$ cat config.mk
export PLATFORM = sky130hd
export DESIGN_NAME = pipe_stage_buf_flat
export DESIGN_NICKNAME = d
export VERILOG_FILES = /design/src/rtl/pipe_stage_buf_if.sv /design/src/rtl/pipe_stage_buf.sv /design/src/flat_wrapper.sv
export SDC_FILE = /design/constraint.sdc
export NUM_CORES = 1
export LEC_CHECK = 0
export ABC_AREA = 0
export CAP_MARGIN = 5
export CORE_AREA = 2 2 118 120
export CTS_CLUSTER_DIAMETER = 150
export DETAILED_ROUTE_END_ITERATION = 7
export DIE_AREA = 0 0 120 122
export HOLD_SLACK_MARGIN = 0.12
export PLACE_DENSITY_LB_ADDON = 0.3
export REMOVE_ABC_BUFFERS = 1
export SYNTH_ARGS = -nofsm -noshare
export SYNTH_HDL_FRONTEND = slang
export SYNTH_SLANG_ARGS = --single-unit
$ cat constraint.sdc
create_clock -name clk -period 1.6 [get_ports clk]
set_input_delay 0.24 -clock clk [delete_from_list [all_inputs] [get_ports clk]]
set_output_delay 0.24 -clock clk [all_outputs]
set_load 0.005 [all_outputs]
$ cat src/rtl/pipe_stage_buf_if.sv
// Valid/ready handshake bundle carrying an opaque payload and a control word
// between two pipeline stages.
interface pipe_stage_buf_if #(
    parameter int WIDTH  = 32,
    parameter int CTRL_W = 16
);
    logic              valid;
    logic              ready;
    logic [WIDTH-1:0]  data;
    logic [CTRL_W-1:0] ctrl;

    modport master (output valid, output data, output ctrl, input ready);
    modport slave  (input valid, input data, input ctrl, output ready);
endinterface

$ cat src/rtl/pipe_stage_buf.sv
// Generic pipeline-stage register with optional 2-entry skid buffer, flush
// (bubble insertion) and saturating stall/flush performance counters.
module pipe_stage_buf #(
    parameter int WIDTH  = 32,
    parameter int CTRL_W = 16,
    parameter int SKID   = 1,
    parameter int CNT_W  = 16
) (
    input  logic             clk,
    input  logic             reset,
    input  logic             flush,
    pipe_stage_buf_if.slave  up,
    pipe_stage_buf_if.master dn,
    output logic [1:0]       occupancy,
    output logic [CNT_W-1:0] stall_cnt,
    output logic [CNT_W-1:0] flush_cnt
);
    typedef enum logic [1:0] {
        EMPTY = 2'd0,
        ONE   = 2'd1,
        TWO   = 2'd2
    } state_t;

    localparam logic [CNT_W-1:0] CNT_ONE = CNT_W'(1);

    state_t            state, state_nx;
    logic [WIDTH-1:0]  main_data, main_data_nx;
    logic [WIDTH-1:0]  skid_data, skid_data_nx;
    logic [CTRL_W-1:0] main_ctrl, main_ctrl_nx;
    logic [CTRL_W-1:0] skid_ctrl, skid_ctrl_nx;
    logic              rdy_q, rdy_nx;
    logic              in_ready, in_xfer, out_xfer;
    logic              stall_hit, flush_hit;

    // Skid mode takes in_ready from a register; single-entry mode lets a
    // draining head make room in the same cycle.
    assign in_ready  = (SKID != 0) ? rdy_q : (state == EMPTY || dn.ready);
    assign up.ready  = in_ready;
    assign in_xfer   = up.valid & in_ready;
    assign out_xfer  = dn.valid & dn.ready;

    assign dn.valid  = (state != EMPTY);
    assign dn.data   = main_data;
    assign dn.ctrl   = dn.valid ? main_ctrl : '0;
    assign occupancy = state;

    assign stall_hit = dn.valid & ~dn.ready;
    assign flush_hit = flush & (state != EMPTY);

    always_comb begin
        state_nx     = state;
        main_data_nx = main_data;
        main_ctrl_nx = main_ctrl;
        skid_data_nx = skid_data;
        skid_ctrl_nx = skid_ctrl;
        if (flush) begin
            state_nx     = EMPTY;
            main_data_nx = '0;
            main_ctrl_nx = '0;
            skid_data_nx = '0;
            skid_ctrl_nx = '0;
        end else begin
            unique case (state)
                EMPTY: begin
                    if (in_xfer) begin
                        state_nx     = ONE;
                        main_data_nx = up.data;
                        main_ctrl_nx = up.ctrl;
                    end
                end
                ONE: begin
                    if (in_xfer && out_xfer) begin
                        main_data_nx = up.data;
                        main_ctrl_nx = up.ctrl;
                    end else if (in_xfer) begin
                        state_nx     = TWO;
                        skid_data_nx = up.data;
                        skid_ctrl_nx = up.ctrl;
                    end else if (out_xfer) begin
                        state_nx = EMPTY;
                    end
                end
                TWO: begin
                    if (out_xfer) begin
                        state_nx     = ONE;
                        main_data_nx = skid_data;
                        main_ctrl_nx = skid_ctrl;
                        skid_data_nx = '0;
                        skid_ctrl_nx = '0;
                    end
                end
                default: state_nx = EMPTY;
            endcase
        end
        rdy_nx = (state_nx != TWO);
    end

    always_ff @(posedge clk or negedge reset) begin
        if (!reset) begin
            state     <= EMPTY;
            main_data <= '0;
            main_ctrl <= '0;
            skid_data <= '0;
            skid_ctrl <= '0;
            rdy_q     <= 1'b1;
        end else begin
            state     <= state_nx;
            main_data <= main_data_nx;
            main_ctrl <= main_ctrl_nx;
            skid_data <= skid_data_nx;
            skid_ctrl <= skid_ctrl_nx;
            rdy_q     <= rdy_nx;
        end
    end

    always_ff @(posedge clk or negedge reset) begin
        if (!reset) begin
            stall_cnt <= '0;
            flush_cnt <= '0;
        end else begin
            if (stall_hit && stall_cnt != '1)
                stall_cnt <= stall_cnt + CNT_ONE;
            if (flush_hit && flush_cnt != '1)
                flush_cnt <= flush_cnt + CNT_ONE;
        end
    end
endmodule

$ cat src/flat_wrapper.sv
// flat-port wrapper written by rule: the top's interface ports become plain ports
module pipe_stage_buf_flat 
#(
    parameter int WIDTH  = 32,
    parameter int CTRL_W = 16,
    parameter int SKID   = 1,
    parameter int CNT_W  = 16
)
  (clk, reset, flush, occupancy, stall_cnt, flush_cnt, up_valid, up_data, up_ctrl, up_ready, dn_valid, dn_data, dn_ctrl, dn_ready);
  pipe_stage_buf_if #(.WIDTH(WIDTH), .CTRL_W(CTRL_W)) up_i ();
  pipe_stage_buf_if #(.WIDTH(WIDTH), .CTRL_W(CTRL_W)) dn_i ();
  input  logic clk;
  input  logic reset;
  input  logic flush;
  output logic [1:0] occupancy;
  output logic [CNT_W-1:0] stall_cnt;
  output logic [CNT_W-1:0] flush_cnt;
  input wire logic [$bits(up_i.valid)-1:0] up_valid;
  input wire logic [$bits(up_i.data)-1:0] up_data;
  input wire logic [$bits(up_i.ctrl)-1:0] up_ctrl;
  output wire logic [$bits(up_i.ready)-1:0] up_ready;
  output wire logic [$bits(dn_i.valid)-1:0] dn_valid;
  output wire logic [$bits(dn_i.data)-1:0] dn_data;
  output wire logic [$bits(dn_i.ctrl)-1:0] dn_ctrl;
  input wire logic [$bits(dn_i.ready)-1:0] dn_ready;
  assign up_i.valid = up_valid;
  assign up_i.data = up_data;
  assign up_i.ctrl = up_ctrl;
  assign up_ready = up_i.ready;
  assign dn_valid = dn_i.valid;
  assign dn_data = dn_i.data;
  assign dn_ctrl = dn_i.ctrl;
  assign dn_i.ready = dn_ready;
  pipe_stage_buf #(.WIDTH(WIDTH), .CTRL_W(CTRL_W), .SKID(SKID), .CNT_W(CNT_W)) u_core (.clk(clk), .reset(reset), .flush(flush), .up(up_i), .dn(dn_i), .occupancy(occupancy), .stall_cnt(stall_cnt), .flush_cnt(flush_cnt));
endmodule
==> metrics.csv, run 1 <==
metric,value,unit
vias in the first global route,5420,
root buffer cell,clkbuf_16,
VDD IR-drop max,0.6512,mV
MaxCap Viol Count,0,
DPL Wire Length,10180,um
CTS tree,yes,
Initial Util,43.79,%
Yosys cell types,41,
Register Area,0.003286,mm^2
fin cells,1051,
largest net degree at the start of global routing,37,
Seq pwr share,38.6,%
# DRC,0,
status,"complete, but fails checks",
top post-synthesis cells by area,"dfrtp_1 55%, nand2_1 9.7%, o21ai_0 6.7%, a22oi_1 6.1%, xor2_1 2.4%",
max incr delay on CP,0.40,ns
grt ovf,0,
final hold violations,0,
Max Root-Sink Buffers,2,
switching fraction of total power,27.57,%
Rel. slew slack,75.64,%
post-synth top area share,55.01,%
post-synth top area cell,dfrtp_1,
Crit Path Max Fanout,5,
clock sink count,131,
setup violators final,127,
Die Wd,120,um
first-pass iteration count of the detailed router,5,
"critical path, cell by cell",buf_6 -> nor2_4 -> clkbuf_16 -> buf_8 -> nor2b_1 -> buf_2,
Comb pwr share,26.3,%
Post-synth EDFFs,0,
I/O Buffers,136,
Post-synth top flop,dfrtp_1,
num rows,43,
minimum clock period,1.789,ns
Hold Slack,0.2957,ns
initial antenna violation count,0,
CP max-delay cell,dfrtp_1,
worst min-delay path category,in2async,
Worst-Margin Slew,0.3655,ns
via count,5898,
initial DRC count,349,
Syn. warnings,0,
post-synthesis register bit count,131,
diode count,0,
Skew-Pair Late Insertion Delay,0.41,ns
global-route wire length before repair,26790,um
number of vias per cell,5.612,
Crit path arrival time,1.55,ns
period utilization,111.8,%
Worst setup SP type,flip-flop,
Worst EP required,1.36,ns
sequential share of the synthesized area,55.46,%
CTS H-Tree Depth,4,
GRT Util Overall,23.37,%
share of layout cells above drive strength 1,40.87,%
Net Switching,2.849,mW
area of the multi-input gates,0.003191,mm^2
DIE AREA,0.01464,mm^2
FILL cells,846,
Pleak,4.748,nW
Pwr per Cell Area,994.0,mW/mm^2
Placed Cells,945,
RSZ-0062 raised after global routing,yes,
antenna-violating nets left,0,
max-slew violations,0,
Setup CP Type,reg2out,
total CTS buffers,17,
violations in the final reports,negative setup slack,
number of cells produced by synthesis,603,
pre-CTS setup slack,-0.3634,ns
clk_skew,0.007736,ns
synth cell count leaders,"153 x nand2_1, 130 x dfrtp_1, 79 x o21ai_0",
Synth-to-Final Area Change,75.79,%
Pint,7.484,mW
Detailed Route WL,20610,um
clk slew on worst S/H paths,0.06,ns
setup ws final,-0.1891,ns
Setup crit end kind,output port,
final core occ,76.98,%
RD Place Congestion,0.8504,
Die Y,122,um
post-DR wirelength/cell,19.61,um
Mapped Area,0.005913,mm^2
Final #Nets,916,
top-count cell post-synth,nand2_1,
Post-synth ARST share,100.0,%
Syn Area/Cell,9.806,um^2
Top Ports,137,
core area,0.01350,mm^2
FMAX,559.0,MHz
Clock Power Share,35.2,%
==> per-layer routing <==
metal  up-vias  routed length, um  track usage (%)
li1       2629                  -                -
met1      2982               8298            29.95
met2       244              10640            39.42
met3        43               1216            6.414
met4         0                447            5.809
met5         -                  0                0
==> flip-flops by register name, summed over array words and instances (netlist names) <==
register          flops
u_core.skid_data     32
u_core.flush_cnt     16
u_core.skid_ctrl     16
u_core.occupancy      2
u_core.dn.data       32
u_core.main_ctrl     16
u_core.up.ready       1
u_core.stall_cnt     16
==> cell families after synthesis <==
family / count (synthesis) / share of synthesized area (%)
AOI/OAI and AO/OA: 155 / 16.21
xor gates and xnor gates: 27 / 3.999
adders and majority gates: 2 / 0.4231
buffers and inverters: 42 / 4.041
DFF: 131 / 55.46
muxes: 4 / 0.7617
and+or+nand+nor: 242 / 19.11
==> layout make-up <==
type	instances	area share [%]
Multi-Input combinational cell	430	30.69
Clock buffer	24	4.730
Clock inverter	5	0.5055
Sequential cell	131	31.61
Timing Repair Buffer	278	30.19
Inverter	3	0.1083
Tap cell	180	2.167
==> timing repair <==
| action | CTS | global route |
|---|---|---|
| resized for setup | 198 | 218 |
| setup endpoints to repair | 163 | 152 |
| gates cloned | 3 | 20 |
| hold endpoints to repair | 131 | 0 |
| hold buffers | 1 | 0 |
| pin swaps | 11 | 96 |
| buffers inserted | 30 | 26 |
==> power by group through the flow <==
stage | sequential [mW] | clock [mW] | combinational, mW
6_report | 3.99 | 3.63 | 2.71
2_1_floorplan | 3.98 | 0 | 0.528
3_3_place_gp | 3.93 | 0 | 1.67
3_5_place_dp | 3.95 | 0 | 1.72
4_1_cts | 3.92 | 3.63 | 2.00
5_1_grt | 4.02 | 3.83 | 2.90
==> worst paths after layout <==
path	from	end	slack, ns	cells after the start
setup / recovery	u_core.occupancy[0]	dn_ctrl[8]	-0.19	6
max in group asynchronous	reset	u_core.skid_data[0]	0.74	3
setup reg to reg	u_core.occupancy[1]	u_core.dn.data[13]	-0.14	7
hold / removal	reset	u_core.stall_cnt[7]	0.30	2
min in group clk	up_data[13]	u_core.skid_data[13]	0.41	3
hold reg to reg	u_core.dn.data[12]	u_core.dn.data[12]	0.48	2
==> placed cells by master, fill, tap and decap left out, drive strengths merged, types with 3 or more instances in the layout <==
cell type,count
a22oi,48
buf,143
clkbuf,40
clkdlybuf4s50,89
clkinv,3
dfrtp,130
dlygate4sd2,19
dlymetal6s2s,8
inv,3
mux2,4
nand2,153
nand2b,3
nand3,11
nand4,16
nor2,12
nor2b,17
nor3,8
nor3b,3
nor4,9
o21ai,98
or2,3
xnor2,11
xor2,16
==> worst max-delay path: cells and delay by family (launching register included) <==
family,cells,cell delay (ns)
and+or+nand+nor,2,0.19
DFF,1,0.40
buffers and inverters,4,0.54
==> through the flow <==
stage          power, mW  setup TNS [ns]  area [um^2]
2_1_floorplan      4.511         -137.31         5685
3_3_place_gp       5.604          -21.74         7964
3_5_place_dp       5.676          -25.82         7964
4_1_cts            9.548          -13.92         8984
5_1_grt            10.75          -18.90        10400
6_report           10.33          -11.77        10400
(Power assumes the default switching activity.)
==> run 2, diff against run 1 <==
--- a/config.mk
+++ b/config.mk
@@ -6,7 +6,6 @@
 export NUM_CORES = 1
 export LEC_CHECK = 0
 export ABC_AREA = 0
-export CAP_MARGIN = 5
 export CORE_AREA = 2 2 118 120
 export CTS_CLUSTER_DIAMETER = 150
 export DETAILED_ROUTE_END_ITERATION = 7
@@ -14,6 +13,7 @@
 export HOLD_SLACK_MARGIN = 0.12
 export PLACE_DENSITY_LB_ADDON = 0.3
 export REMOVE_ABC_BUFFERS = 1
+export SKIP_CTS_REPAIR_TIMING = 1
 export SYNTH_ARGS = -nofsm -noshare
 export SYNTH_HDL_FRONTEND = slang
 export SYNTH_SLANG_ARGS = --single-unit
==> run 2 against run 1 <==
Against the previous run:
- the flow still finishes with violations (negative setup slack)
- count of clock-buffer cells in the layout did not move
- sequential power barely moved
- sequential cell count did not move
- utilization fell by 1.9 points
- worst setup slack got worse by 0.0077 ns
- sequential share of layout area rose by 0.88 points
- register-to-register slack got worse by 0.04 ns
- die area did not move
- critical endpoint is now dn_ctrl[5]
==> metrics.csv, run 2 (synthesis results as in run 1) <==
metric,value,unit,change
status,"complete, but fails checks",,
violations in the final reports,negative setup slack,,
routing usage on met1,27.81,%,-2.1 points
max-slew violations,0,,unchanged
FILL cells,885,,+4.6%
RSZ-0062 raised after global routing,yes,,
I/O Buffers,136,,unchanged
setup TNS,-13.48,ns,-1.709 ns
worst min-delay path category,in2async,,
clk slew on worst S/H paths,0.05,ns,about the same
grt ovf,0,,unchanged
Placed Cells,945,,unchanged
GRT Util Overall,21.14,%,-2.2 points
final hold violations,0,,unchanged
clk_skew,0.008282,ns,+0.0005457 ns
Initial Util,43.79,%,unchanged
met3 Usage GRT,6.227,%,-0.19 points
Crit Path Max Fanout,8,,+3
clock sink count,131,,unchanged
global-route wire length before repair,24530,um,-8.4%
DIE AREA,0.01464,mm^2,unchanged
pre-CTS setup slack,-0.3634,ns,unchanged
Top Ports,137,,unchanged
core area,0.01350,mm^2,unchanged
GR peak layer,met2,,
most frequent cells in the layout,"121 x nand2_1, 120 x dfrtp_1, 90 x clkdlybuf4s50_1, 70 x o21ai_1, 65 x buf_4",,
Final #Nets,916,,unchanged
Detailed Route WL,19670,um,-4.5%
vias in the first global route,5059,,-6.7%
post-DR wirelength/cell,18.72,um,-4.5%
VDD IR-drop max,0.6716,mV,+3.1%
Placed Instance Area,0.007964,mm^2,unchanged
diode count,0,,unchanged
Setup CP Type,reg2out,,
Hold Slack,0.3016,ns,+0.005929 ns
Rel. slew slack,72.26,%,-3.4 points
minimum clock period,1.797,ns,+0.007707 ns
"most common cell after layout, fill and taps aside",nand2_1,,
fin cells,1051,,unchanged
CTS tree,yes,,
Die Y,122,um,unchanged
largest net degree at the start of global routing,55,,+49%
Pwr Total,10.10,mW,-2.2%
MaxCap Viol Count,0,,unchanged
final core occ,75.03,%,-1.9 points
share of layout cells above drive strength 1,35.02,%,-5.9 points
Die Wd,120,um,unchanged
total CTS buffers,17,,unchanged
initial antenna violation count,0,,unchanged
via count,5789,,-1.8%
period utilization,112.3,%,+0.48 points
DPL Wire Length,10180,um,unchanged
first-pass iteration count of the detailed router,5,,unchanged
Pwr per Cell Area,997.1,mW/mm^2,+0.31%
setup ws final,-0.1968,ns,-0.007707 ns
Crit path arrival time,1.56,ns,about the same
initial DRC count,464,,+33%
Worst-Margin Slew,0.4123,ns,+0.04688 ns
Skew-Pair Late Insertion Delay,0.41,ns,about the same
Worst EP required,1.36,ns,about the same
Synth-to-Final Area Change,71.35,%,
Final Cell Area,0.01013,mm^2,-2.5%
antenna-violating nets left,0,,unchanged
Max Root-Sink Buffers,2,,unchanged
Worst setup SP type,flip-flop,,
setup violators final,125,,-1.6%
FMAX,556.6,MHz,-0.43%
Pleak,4.876,nW,+2.7%
Reg2Reg Setup Slack,-0.18,ns,-0.04 ns
num rows,43,,unchanged
# DRC,0,,unchanged
CTS H-Tree Depth,4,,unchanged
root buffer cell,clkbuf_16,,
number of vias per cell,5.508,,-1.8%
Setup crit end kind,output port,,
met2 Usage GRT,34.62,%,-4.8 points
RD Place Congestion,0.8504,,unchanged
-- run 2: power by group --
group	switching [mW]	internal (mW)	leakage (nW)	total, mW
clock	1.33	2.27	0.268	3.60
sequential	0.305	3.67	1.70	3.98
combinational	1.07	1.46	2.91	2.53
-- run 2: worst max-delay path: stages (launching register included) --
cell	delay [ns]
dfrtp_1	0.44
nor2_2	0.07
buf_12	0.15
buf_4	0.13
buf_6	0.11
nor2b_4	0.12
clkbuf_2	0.12
-- run 2: metal layers --
metal,up-vias,part of all wire (%),wire length [um]
li1,2624,-,-
met1,2937,43,8408
met2,201,50,9886
met3,27,5.5,1089
met4,0,1.5,286
met5,-,0,0
-- run 2: area by class of cell --
type,instances,area (um^2),share of cell area [%]
Clock buffer,24,491.7,4.853
Clock inverter,5,52.55,0.5186
Inverter,3,11.26,0.1111
Multi-Input combinational cell,430,2898,28.60
Sequential cell,131,3292,32.49
Tap cell,180,225.2,2.223
Timing Repair Buffer,278,3162,31.21
-- run 2: path summary, 6_finish.rpt --
check / start / to / cells past startpoint
max: u_core.occupancy[0] / dn_ctrl[5] / 6
min: reset / u_core.stall_cnt[5] / 2
max reg2reg: u_core.occupancy[0] / u_core.skid_data[4] / 8
min reg2reg: u_core.dn.data[19] / u_core.dn.data[19] / 2
max in group asynchronous: reset / u_core.skid_data[9] / 3
min in group clk: up_ctrl[15] / u_core.skid_ctrl[15] / 3
==> run 3, diff against run 2 <==
--- a/config.mk
+++ b/config.mk
@@ -13,6 +13,7 @@
 export HOLD_SLACK_MARGIN = 0.12
 export PLACE_DENSITY_LB_ADDON = 0.3
 export REMOVE_ABC_BUFFERS = 1
+export SETUP_SLACK_MARGIN = 0.4
 export SKIP_CTS_REPAIR_TIMING = 1
 export SYNTH_ARGS = -nofsm -noshare
 export SYNTH_HDL_FRONTEND = slang
==> run 3 against run 2 <==
Against the previous run:
- the flow still finishes with violations (negative setup slack)
- highest routed layer unchanged
- maximum frequency hardly changed
- clock power hardly changed
- count of clock-buffer cells in the layout stayed put
- sequential cell count stayed put
- die area stayed put
- non-clock buffer count is 30 higher
- register-to-register slack worse by 0.02 ns
- combinational power is 4% higher
- worst hold slack worse by 0.0090 ns
- critical endpoint is now u_core.dn.data[28]
- clock skew is 0.0013 ns higher
- largest cell class unchanged
- routed wire length is 2.4% higher
- sequential share of layout area is 0.56 points lower
==> metrics.csv, run 3 (synthesis results as in run 1) <==
metric,value,unit,change
total CTS buffers,17,,unchanged
Worst setup SP type,flip-flop,,
Setup CP Type,reg2reg,,
Skew-Pair Late Insertion Delay,0.41,ns,about the same
Placed Cells,945,,unchanged
Crit path arrival time,2.09,ns,+0.53 ns
first-pass iteration count of the detailed router,5,,unchanged
initial antenna violation count,0,,unchanged
minimum clock period,1.797,ns,+0.00007000 ns
most frequent cells in the layout,"120 x dfrtp_1, 110 x nand2_1, 81 x buf_4, 64 x o21ai_1, 62 x clkbuf_2",,
violations in the final reports,negative setup slack,,
GRT Util Overall,21.14,%,unchanged
initial DRC count,360,,-22%
Reg-to-Reg End,u_core.dn.data[28],,
final core occ,76.34,%,+1.3 points
post-DR wirelength/cell,18.64,um,-0.43%
num rows,43,,unchanged
Hold Slack,0.2926,ns,-0.009003 ns
Setup crit end kind,flip-flop,,
"most common cell after layout, fill and taps aside",dfrtp_1,,
setup ws final,-0.1968,ns,-0.00007000 ns
Register Area,0.003292,mm^2,unchanged
CTS tree,yes,,
area of the multi-input gates,0.003126,mm^2,+7.9%
status,"complete, but fails checks",,
MaxCap Viol Count,0,,unchanged
VDD IR-drop max,0.6684,mV,-0.48%
setup violators final,133,,+6.4%
number of vias per cell,5.435,,-1.3%
RD Place Congestion,0.8504,,unchanged
diode count,0,,unchanged
Initial Util,43.79,%,unchanged
Pwr per Cell Area,992.2,mW/mm^2,-0.49%
antenna-violating nets left,0,,unchanged
clock sink count,131,,unchanged
largest net degree at the start of global routing,55,,unchanged
Die Wd,120,um,unchanged
root buffer cell,clkbuf_16,,
FMAX,556.5,MHz,about the same
vias in the first global route,5059,,unchanged
worst min-delay path category,in2async,,
clk slew on worst S/H paths,0.05,ns,about the same
reg-to-reg startpoint,u_core.occupancy[1],,
I/O Buffers,136,,unchanged
Synth-to-Final Area Change,74.33,%,
core area,0.01350,mm^2,unchanged
Final Cell Area,0.01031,mm^2,+1.7%
Max Root-Sink Buffers,2,,unchanged
max-slew violations,0,,unchanged
period utilization,112.3,%,about the same
CTS H-Tree Depth,4,,unchanged
grt ovf,0,,unchanged
Pwr Total,10.23,mW,+1.2%
global-route wire length before repair,24530,um,unchanged
Rel. slew slack,71.80,%,-0.46 points
via count,5875,,+1.5%
DIE AREA,0.01464,mm^2,unchanged
DPL Wire Length,10180,um,unchanged
fin cells,1081,,+2.9%
final hold violations,0,,unchanged
Crit Path Max Fanout,6,,-2
Final #Nets,946,,+3.3%
Worst-Margin Slew,0.4215,ns,+0.009146 ns
# DRC,0,,unchanged
RSZ-0062 raised after global routing,yes,,
clk_skew,0.009588,ns,+0.001306 ns
Top Ports,137,,unchanged
Detailed Route WL,20150,um,+2.4%
FILL cells,876,,-1.0%
worst-case reg-to-reg path depth,7,,-1
Pleak,4.957,nW,+1.6%
Worst EP required,1.89,ns,+0.53 ns
share of layout cells above drive strength 1,46.61,%,+12 points
Die Y,122,um,unchanged
Reg2Reg Setup Slack,-0.20,ns,-0.02 ns
Placed Instance Area,0.007964,mm^2,unchanged
[run 3: cell count changes in the layout (fill, tap and decap cells not counted), sizes merged]
cell | previous run | this run
buf | 131 | 166
clkbuf | 49 | 100
clkdlybuf4s50 | 90 | 51
dlymetal6s2s | 31 | 14
[run 3: worst max-delay path by stage]
stage / from / end / depth (start not counted)
detailed placement: up_valid / u_core.dn.data[18] / 5
floorplan: u_core.occupancy[0] / u_core.dn.data[0] / 4
global placement: up_valid / u_core.dn.data[18] / 5
global route: u_core.occupancy[1] / u_core.dn.data[28] / 8
CTS: u_core.occupancy[1] / dn_ctrl[2] / 4
finish: u_core.occupancy[1] / u_core.dn.data[28] / 7
[run 3: report_power, final]
part | switching (mW) | total (mW) | internal, mW
logic | 1.13 | 2.63 | 1.50
registers | 0.317 | 3.99 | 3.67
clock network | 1.34 | 3.61 | 2.27
[run 3: routing by layer]
layer	routed length (um)	global-route usage (%)	vias to the layer above
met3	1247	6.227	32
met5	0	0	-
met2	10200	34.62	216
met1	8385	27.81	2946
met4	311	5.000	0
li1	-	-	2681
[run 3: area by class of cell]
type,instances,share of cell area (%)
clock buffer,24,4.770
sequential,131,31.93
inverter,3,0.1092
clock inverter,5,0.5098
multi-input combinational,430,30.32
timing repair buffer,308,30.17
tap,180,2.185
[run 3: worst max-delay path, cell delays in order (launching register included)]
cell,delay [ns]
dfrtp_2,0.41
buf_6,0.13
and2b_2,0.25
a221oi_4,0.31
buf_6,0.19
buf_12,0.15
clkbuf_16,0.15
o21ai_1,0.08
[run 3: per-stage QoR]
stage	setup TNS, ns	setup slack (ns)
finish	-14.35	-0.1968
detailed placement	-25.82	-0.3634
CTS	-18.53	-0.4766
global placement	-21.74	-0.2662
global route	-23.37	-0.2694
floorplan	-137.31	-1.520
